$ cat src/rtl/risky_pkg.sv
// Shared widths and the response-slot state encoding for the operand fetch path.
package risky_pkg;
   localparam int REG_W      = 32;
   localparam int REG_ADDR_W = 5;
   localparam int TAG_W      = 8;

   typedef enum logic {
      EMPTY = 1'b0,
      FULL  = 1'b1
   } fetch_state_t;
endpackage

$ cat src/rtl/operand_bypass.sv
// One operand: records a same-edge writeback hit on the addressed register and
// selects bypass data, register-file data, or zero for x0 one clock later.
module operand_bypass
   import risky_pkg::*;
(
   input  logic                  clk,
   input  logic                  rst_n,
   input  logic [REG_ADDR_W-1:0] rd_addr,
   input  logic [REG_ADDR_W-1:0] held_addr,
   input  logic                  wb_we,
   input  logic [REG_ADDR_W-1:0] wb_reg,
   input  logic [REG_W-1:0]      wb_data,
   input  logic [REG_W-1:0]      rf_data,
   output logic [REG_W-1:0]      val
);

   logic             hit_q;
   logic [REG_W-1:0] data_q;
   logic             hit_d;

   // The register file reads before it writes, so a write landing on the same
   // edge as the read is only visible through this recorded copy.
   assign hit_d = wb_we && (wb_reg != '0) && (wb_reg == rd_addr);

   always_ff @(posedge clk or negedge rst_n) begin
      if (!rst_n) begin
         hit_q  <= 1'b0;
         data_q <= '0;
      end else begin
         hit_q <= hit_d;
         if (hit_d) begin
            data_q <= wb_data;
         end
      end
   end

   assign val = (held_addr == '0) ? '0 : (hit_q ? data_q : rf_data);

endmodule

$ cat src/rtl/operand_fetch.sv
// Operand fetch: single response slot, one-clock latency, one request per clock.
// req_ready = !rsp_valid || rsp_ready, held low during flush; response holds until rsp_ready.
module operand_fetch
   import risky_pkg::*;
(
   input  logic                  clk,
   input  logic                  rst_n,
   input  logic                  req_valid,
   output logic                  req_ready,
   input  logic [REG_ADDR_W-1:0] req_rs1,
   input  logic [REG_ADDR_W-1:0] req_rs2,
   input  logic [TAG_W-1:0]      req_tag,
   output logic [REG_ADDR_W-1:0] rf_reg_out_1,
   output logic [REG_ADDR_W-1:0] rf_reg_out_2,
   input  logic [REG_W-1:0]      rf_data_out_1,
   input  logic [REG_W-1:0]      rf_data_out_2,
   input  logic                  wb_we,
   input  logic [REG_ADDR_W-1:0] wb_reg,
   input  logic [REG_W-1:0]      wb_data,
   input  logic                  flush,
   output logic                  rsp_valid,
   input  logic                  rsp_ready,
   output logic [REG_W-1:0]      rsp_rs1_val,
   output logic [REG_W-1:0]      rsp_rs2_val,
   output logic [TAG_W-1:0]      rsp_tag
);

   fetch_state_t          state_q, state_d;
   logic [REG_ADDR_W-1:0] rs1_q, rs2_q;
   logic [TAG_W-1:0]      tag_q;
   logic                  accept;

   assign rsp_valid = (state_q == FULL);
   assign req_ready = !flush && (!rsp_valid || rsp_ready);
   assign accept    = req_valid && req_ready;

   always_comb begin
      state_d = state_q;
      if (flush) begin
         state_d = EMPTY;
      end else if (accept) begin
         state_d = FULL;
      end else if ((state_q == FULL) && rsp_ready) begin
         state_d = EMPTY;
      end
   end

   always_ff @(posedge clk or negedge rst_n) begin
      if (!rst_n) begin
         state_q <= EMPTY;
         rs1_q   <= '0;
         rs2_q   <= '0;
         tag_q   <= '0;
      end else begin
         state_q <= state_d;
         if (accept) begin
            rs1_q <= req_rs1;
            rs2_q <= req_rs2;
            tag_q <= req_tag;
         end
      end
   end

   // While a response is held, keep re-reading its registers so that writes
   // committed during the hold show up on the following cycle.
   assign rf_reg_out_1 = accept ? req_rs1 : rs1_q;
   assign rf_reg_out_2 = accept ? req_rs2 : rs2_q;
   assign rsp_tag      = tag_q;

   operand_bypass u_byp_1 (
      .clk       (clk),
      .rst_n     (rst_n),
      .rd_addr   (rf_reg_out_1),
      .held_addr (rs1_q),
      .wb_we     (wb_we),
      .wb_reg    (wb_reg),
      .wb_data   (wb_data),
      .rf_data   (rf_data_out_1),
      .val       (rsp_rs1_val)
   );

   operand_bypass u_byp_2 (
      .clk       (clk),
      .rst_n     (rst_n),
      .rd_addr   (rf_reg_out_2),
      .held_addr (rs2_q),
      .wb_we     (wb_we),
      .wb_reg    (wb_reg),
      .wb_data   (wb_data),
      .rf_data   (rf_data_out_2),
      .val       (rsp_rs2_val)
   );

endmodule

$ cat config.mk
export PLATFORM = sky130hd
export DESIGN_NAME = operand_fetch
export DESIGN_NICKNAME = d
export VERILOG_FILES = /design/src/rtl/risky_pkg.sv /design/src/rtl/operand_bypass.sv /design/src/rtl/operand_fetch.sv
export SDC_FILE = /design/constraint.sdc
export NUM_CORES = 1
export LEC_CHECK = 0
export CELL_PAD_IN_SITES_DETAIL_PLACEMENT = 1
export CELL_PAD_IN_SITES_GLOBAL_PLACEMENT = 1
export CORE_ASPECT_RATIO = 0.6
export CORE_MARGIN = 3
export CORE_UTILIZATION = 28
export CTS_CLUSTER_SIZE = 16
export DETAILED_ROUTE_END_ITERATION = 6
export GPL_TIMING_DRIVEN = 0
export PLACE_DENSITY = 0.77
export SYNTH_ARGS = -nofsm -noshare
export SYNTH_HDL_FRONTEND = slang
export SYNTH_SLANG_ARGS = --single-unit
export TNS_END_PERCENT = 20
$ cat constraint.sdc
create_clock -name clk -period 2.7 [get_ports clk]
set_input_delay 0.54 -clock clk [delete_from_list [all_inputs] [get_ports clk]]
set_output_delay 0.54 -clock clk [all_outputs]
set_load 0.05 [all_outputs]
### After elaboration in Yosys (flattened, before gate mapping)

Cells that the tools add are included.

| word-level totals | value |
|---|---|
| output and inout bits | 84 |
| word-level logic and storage cells | 32 |
| flip-flop bits (word level) | 85 |

| operators by class | value |
|---|---|
| equality and inequality tests | 2 |
| muxes and demuxes | 9 |
| reduce and logical (&&, ||, !) cells | 13 |

Operators by type and width:

| operator | count |
|---|---|
| $mux 32 | 4 |
| $eq 5x5->1 | 2 |
| $logic_not 5->1 | 2 |
| $mux 5 | 2 |
| $logic_and 1x1->1 | 6 |
| $reduce_bool 5->1 | 1 |
| $mux 1 | 3 |
| $reduce_bool 3->1 | 1 |
| $logic_not 1->1 | 2 |
| $logic_or 1x1->1 | 1 |

### Longest topological paths before layout

| logic depth | value |
|---|---|
| depth after elaboration | 7 |
| mapped depth | 9 |

### Hierarchy

A second synthesis with hierarchy kept.

| unflattened totals | value |
|---|---|
| cell total of the unflattened synthesis | 346 |
| area total of the unflattened synthesis | 4584.4 um^2 |

By module, submodules not included:

| module | area each (um^2) | cells each | seq. area each (um^2) | times used |
|---|---|---|---|---|
| operand_bypass | 1901.8 | 151 | 825.8 | 2 |
| operand_fetch | 780.7 | 44 | 475.5 | 1 |

### Worst setup path before layout

No wires, ideal clock.

| timing | value |
|---|---|
| path kind | flip-flop to flip-flop |
| from | reg state_q (netlist: rsp_valid) |
| to | reg u_byp_2.data_q[10] |
| arrival time | 2.862 ns |
| library setup time | 0.127 ns |
| path buffers | 2 |
| stages on the path, launching flop included | 9 |
| period minus slack after synthesis | 2.990 ns |
| slack | -0.290 ns |
| path through | dfrtp_1 nor2b_1 or3b_1 buf_2 mux2_4 a22o_1 nor4_4 buf_6 mux2_1 |

| on the way | value |
|---|---|
| cells in the longest elaborated chain, start to end | 7 |

Ends and longest elaborated chain:

| element | RTL line | text |
|---|---|---|
| start: declaration | operand_fetch.sv:28 | `fetch_state_t state_q, state_d;` |
| start signal: assignment | operand_fetch.sv:55 | `state_q <= state_d;` |
| $logic_not 1->1 | operand_fetch.sv:34 | `assign req_ready = !flush && (!rsp_valid \|\| rsp_ready);` |
| $logic_or 1x1->1 | operand_fetch.sv:34 |  |
| $logic_and 1x1->1 | operand_fetch.sv:34 |  |
| $logic_and 1x1->1 | operand_fetch.sv:35 | `assign accept = req_valid && req_ready;` |
| $mux 5 | -- |  |
| via rf_reg_out_2[3] | operand_fetch.sv:14 | `output logic [REG_ADDR_W-1:0] rf_reg_out_2,` |
| $eq 5x5->1 | operand_bypass.sv:23 | `assign hit_d = wb_we && (wb_reg != '0) && (wb_reg == rd_addr);` |
| $logic_and 1x1->1 | operand_bypass.sv:23 |  |
| end signal: assignment | operand_bypass.sv:32 | `data_q <= wb_data;` |
| end: declaration | operand_bypass.sv:18 | `logic [REG_W-1:0] data_q;` |

The timed path passes the listed nets, and every way through them passes these cells.
A chain may end at the register's enable or synchronous reset.

### Final worst setup path

| timing | value |
|---|---|
| from | reg rs2_q[1] |
| to | out rsp_rs2_val[30] |

| on the way | value |
|---|---|
| cells in the longest elaborated chain, start to end | 2 |

Ends and longest elaborated chain:

| element | RTL line | text |
|---|---|---|
| start: declaration | operand_fetch.sv:29 | `logic [REG_ADDR_W-1:0] rs1_q, rs2_q;` |
| start signal: assignment | operand_fetch.sv:58 | `rs2_q <= req_rs2;` |
| $logic_not 5->1 | operand_bypass.sv:37 | `assign val = (held_addr == '0) ? '0 : (hit_q ? data_q : rf_data);` |
| $mux 32 | operand_bypass.sv:37 |  |
| end: declaration | operand_fetch.sv:24 | `output logic [REG_W-1:0] rsp_rs2_val,` |

Every way passes these cells.

==> impl_metrics.csv <==
group,metric,value,unit
clocking,cts_made_buffers,9,
job,drv_cap,0,
power,cellLeakagePower,3.045,nW
place,placed_area,0.006745,mm²
min_path,holdCritPathClass,"in -> async",
setup_path,max_stage_delay,580,ps
setup_path,worstPathRequired,2160,ps
detailed_routing,firstDrtPassIters,4,
grt,grt_first_pass_wirelength,24040,µm
synthesis,synth_area_per_cell,11.93,µm²
grt,grt_util_all_layers,17.89,%
power,vdd_drop_max,0.3107,mV
detailed_routing,wirelength,15600,µm
grt,grt_max_degree,45,
grt,grt_pass1_vias,4191,
place,place_inst,774,
sta,period_share,102.8,%
clocking,htreeDepth,3,
final_layout,instances_no_fill,799,
synthesis,synthesis.nets,492,
grt,grt_overflow,0,
power,power,5.320,mW
power,sw_frac_of_total,36.20,%
clocking,clock-root-buffer,"clkbuf_16",
power,pwr-share-clk,23.5,%
final_layout,nets,721,
detailed_routing,vias,3705,
detailed_routing,antenna_left,0,
power,internal_power,3.394,mW
detailed_routing,drt_iter0_drc,96,
die,ios,209,
sta,rsz0062_at_grt,"true",
die,die-height,102.9,µm
setup_path,cp-end-kind,"primary output",
sta,whs,200.3,ps
sta,tightestPinTransition,562.8,ps
final_layout,syn_to_final_growth,62.36,%
place,port_buffers,208,
die,core_area,0.01489,mm²
clocking,clock_latency,330,ps
die,start_util,29.40,%
power,switchingPower,1.926,mW
synthesis,seq_area_frac_synth,48.59,%
setup_path,critical_path_class,"reg -> out",
final_layout,fin_util,47.74,%
run_status,outcome,"complete, but fails checks",
sta,period_minus_slack,2777,ps
detailed_routing,wl_per_cell,19.52,µm
setup_path,rrSetupSlack,30,ps
detailed_routing,drcViolationCount,0,
synthesis,synthCells,367,
setup_path,worstSetupStartpointType,"register",
setup_path,cp_cell_sequence,"or4_1, nor2_4, clkbuf_4, nor2_1, dlygate4sd2_1",
die,fp.dieArea,0.01722,mm²
synthesis,ys_warn_count,0,
sta,fin_setup_tns,-908.2,ps
clocking,cts_buffer_depth,2,
sta,setup_viol,26,
final_layout,multi_input_area,0.002153,mm²
final_layout,seqCellArea,0.002128,mm²
clocking,clkTransAtPathRegs,60,ps
synthesis,synth_seq_cells,85,
final_layout,design_area,0.007108,mm²
sta,fmax,360.2,MHz
power,combPwrFrac,36.3,%
die,placementRows,34,
setup_path,arrival,2240,ps
setup_path,crit_family,"simple AND/OR/NAND/NOR gates",
run_status,violations,"setup timing",
final_layout,diodes,0,
grt,antenna_found_initial,0,
setup_path,cpMaxStageDelayCell,"or4_1",
power,power-per-cell-area,748.4,mW/mm²
clocking,clock-sinks,85,
clocking,ctsHoldBuffers,0,
place,dp_hpwl,12180,µm
synthesis,syn_area,0.004378,mm²
place,dp_slack,-1249,ps
die,dieWidth,167.4,µm
final_layout,fillers,1588,
sta,skew,8.509,ps
sta,relSlewSlack,62.48,%
detailed_routing,vias_per_cell,4.637,
setup_path,critPathMaxFanout,10,
sta,finalHoldViolCount,0,
sta,final.setup.worst_slack,-76.58,ps
clocking,cts_tree,"done",
place,place_congestion,0.8496,
final_layout,drive_gt1_share,27.45,%
power,p_seq_share,40.2,%
setup_path,worst-path-buf-inv,2,
synthesis,ys_types,30,
sta,drv_slew,0,
==> synthesized netlist by cell type <==
cell type / n / area (µm²)
dfrtp_1: 85 / 2127
nor2b_1: 1 / 6.260
nand4_1: 1 / 6.260
a21o_1: 1 / 7.510
mux2_2: 51 / 574.3
inv_1: 8 / 30.03
buf_1: 7 / 26.28
clkbuf_1: 9 / 33.78
mux2i_1: 65 / 650.6
mux2_1: 29 / 326.6
nand2b_1: 3 / 18.77
buf_2: 5 / 25.02
a41oi_1: 2 / 17.52
o21ai_0: 3 / 15.01
a2111oi_0: 1 / 8.760
or3b_1: 1 / 8.760
mux2_4: 1 / 15.01
a32o_1: 1 / 10.01
nor4_4: 1 / 21.27
xor2_1: 6 / 52.55
a21oi_1: 3 / 15.01
o32a_1: 1 / 10.01
o22ai_1: 1 / 6.260
nor2_1: 70 / 262.8
buf_6: 3 / 33.78
or4_1: 2 / 15.01
a22o_1: 1 / 8.760
a2111o_1: 1 / 11.26
xnor2_1: 3 / 26.28
o21bai_1: 1 / 7.510
==> sequential cells by signal, summed over array words and instances (netlist names) <==
register / count
u_byp_2.hit_q: 1
u_byp_2.data_q: 32
rsp_valid: 1
u_byp_1.hit_q: 1
rs1_q: 5
u_byp_1.data_q: 32
rsp_tag: 8
rs2_q: 5
==> kinds of logic after synthesis <==
family / after synthesis / share of synthesized area [%]
xor+xnor: 9 / 1.801
mux: 146 / 35.78
compound gates: 16 / 2.687
flops: 85 / 48.59
simple gates: 79 / 7.745
buf+inv: 32 / 3.401
==> path summary, 6_finish.rpt <==
check                      depth (start not counted)                           from                              to
hold / removal                                     1                          rst_n  u_byp_1.data_q[10]$_DFFE_PN0P_
min in group clk                                   1  u_byp_2.data_q[4]$_DFFE_PN0P_   u_byp_2.data_q[4]$_DFFE_PN0P_
setup reg to reg                                   9          rsp_valid$_DFFE_PN0P_   u_byp_2.data_q[3]$_DFFE_PN0P_
max in group asynchronous                          2                          rst_n           rsp_valid$_DFFE_PN0P_
setup / recovery                                   5             rs2_q[1]$_DFF_PN0_                 rsp_rs2_val[30]
hold reg to reg                                    1  u_byp_2.data_q[4]$_DFFE_PN0P_   u_byp_2.data_q[4]$_DFFE_PN0P_
==> power by group through the flow <==
stage / registers (mW) / clock network, mW / logic, mW
after CTS: 2.14 / 1.29 / 1.95
after floorplan: 2.08 / 0 / 1.22
final: 2.14 / 1.25 / 1.93
after global routing: 2.21 / 1.34 / 2.06
after detailed placement: 2.16 / 0 / 1.99
after global placement: 2.14 / 0 / 1.92
==> final cells by class <==
class	instances	area share (%)
Multi-Input combinational cell	250	30.29
Sequential cell	85	29.94
Timing Repair Buffer	219	28.27
Tap cell	198	3.485
Buffer	23	3.397
Clock buffer	10	3.221
Clock inverter	6	0.9681
Inverter	8	0.4225
==> cells in the final DEF, fill, tap and decap left out, drive strengths merged, types with 6 or more instances in the layout <==
cell and instances:
clkbuf 39, mux2i 65, xor2 6, dfrtp 85, mux2 81, buf 46
inv 10, clkdlybuf4s15 14, nor2 70, dlygate4sd2 23, clkdlybuf4s50 130
==> timing repair <==
action	in CTS	in global routing
setup endpoints to repair	140	129
pin swaps	3	2
resized for setup	227	69
buffers inserted	8	2
==> routing by layer <==
layer  up-vias  global-route usage, %  share of wire, %
met2       149                  29.52                45
met1      1817                  23.08                45
li1       1730                      -                 -
met5         -                      0                 0
met3         9                  6.552               8.8
met4         0                  3.457              0.77
==> worst reg2reg max path, stage by stage, from the launching register on <==
cell	delay (ps)
dfrtp_2	400
nor2b_4	130
or3b_4	370
buf_6	150
mux2_4	310
a22o_1	250
nor4_4	270
buf_6	180
buf_12	150
mux2_2	340
(Power assumes the default switching activity.)
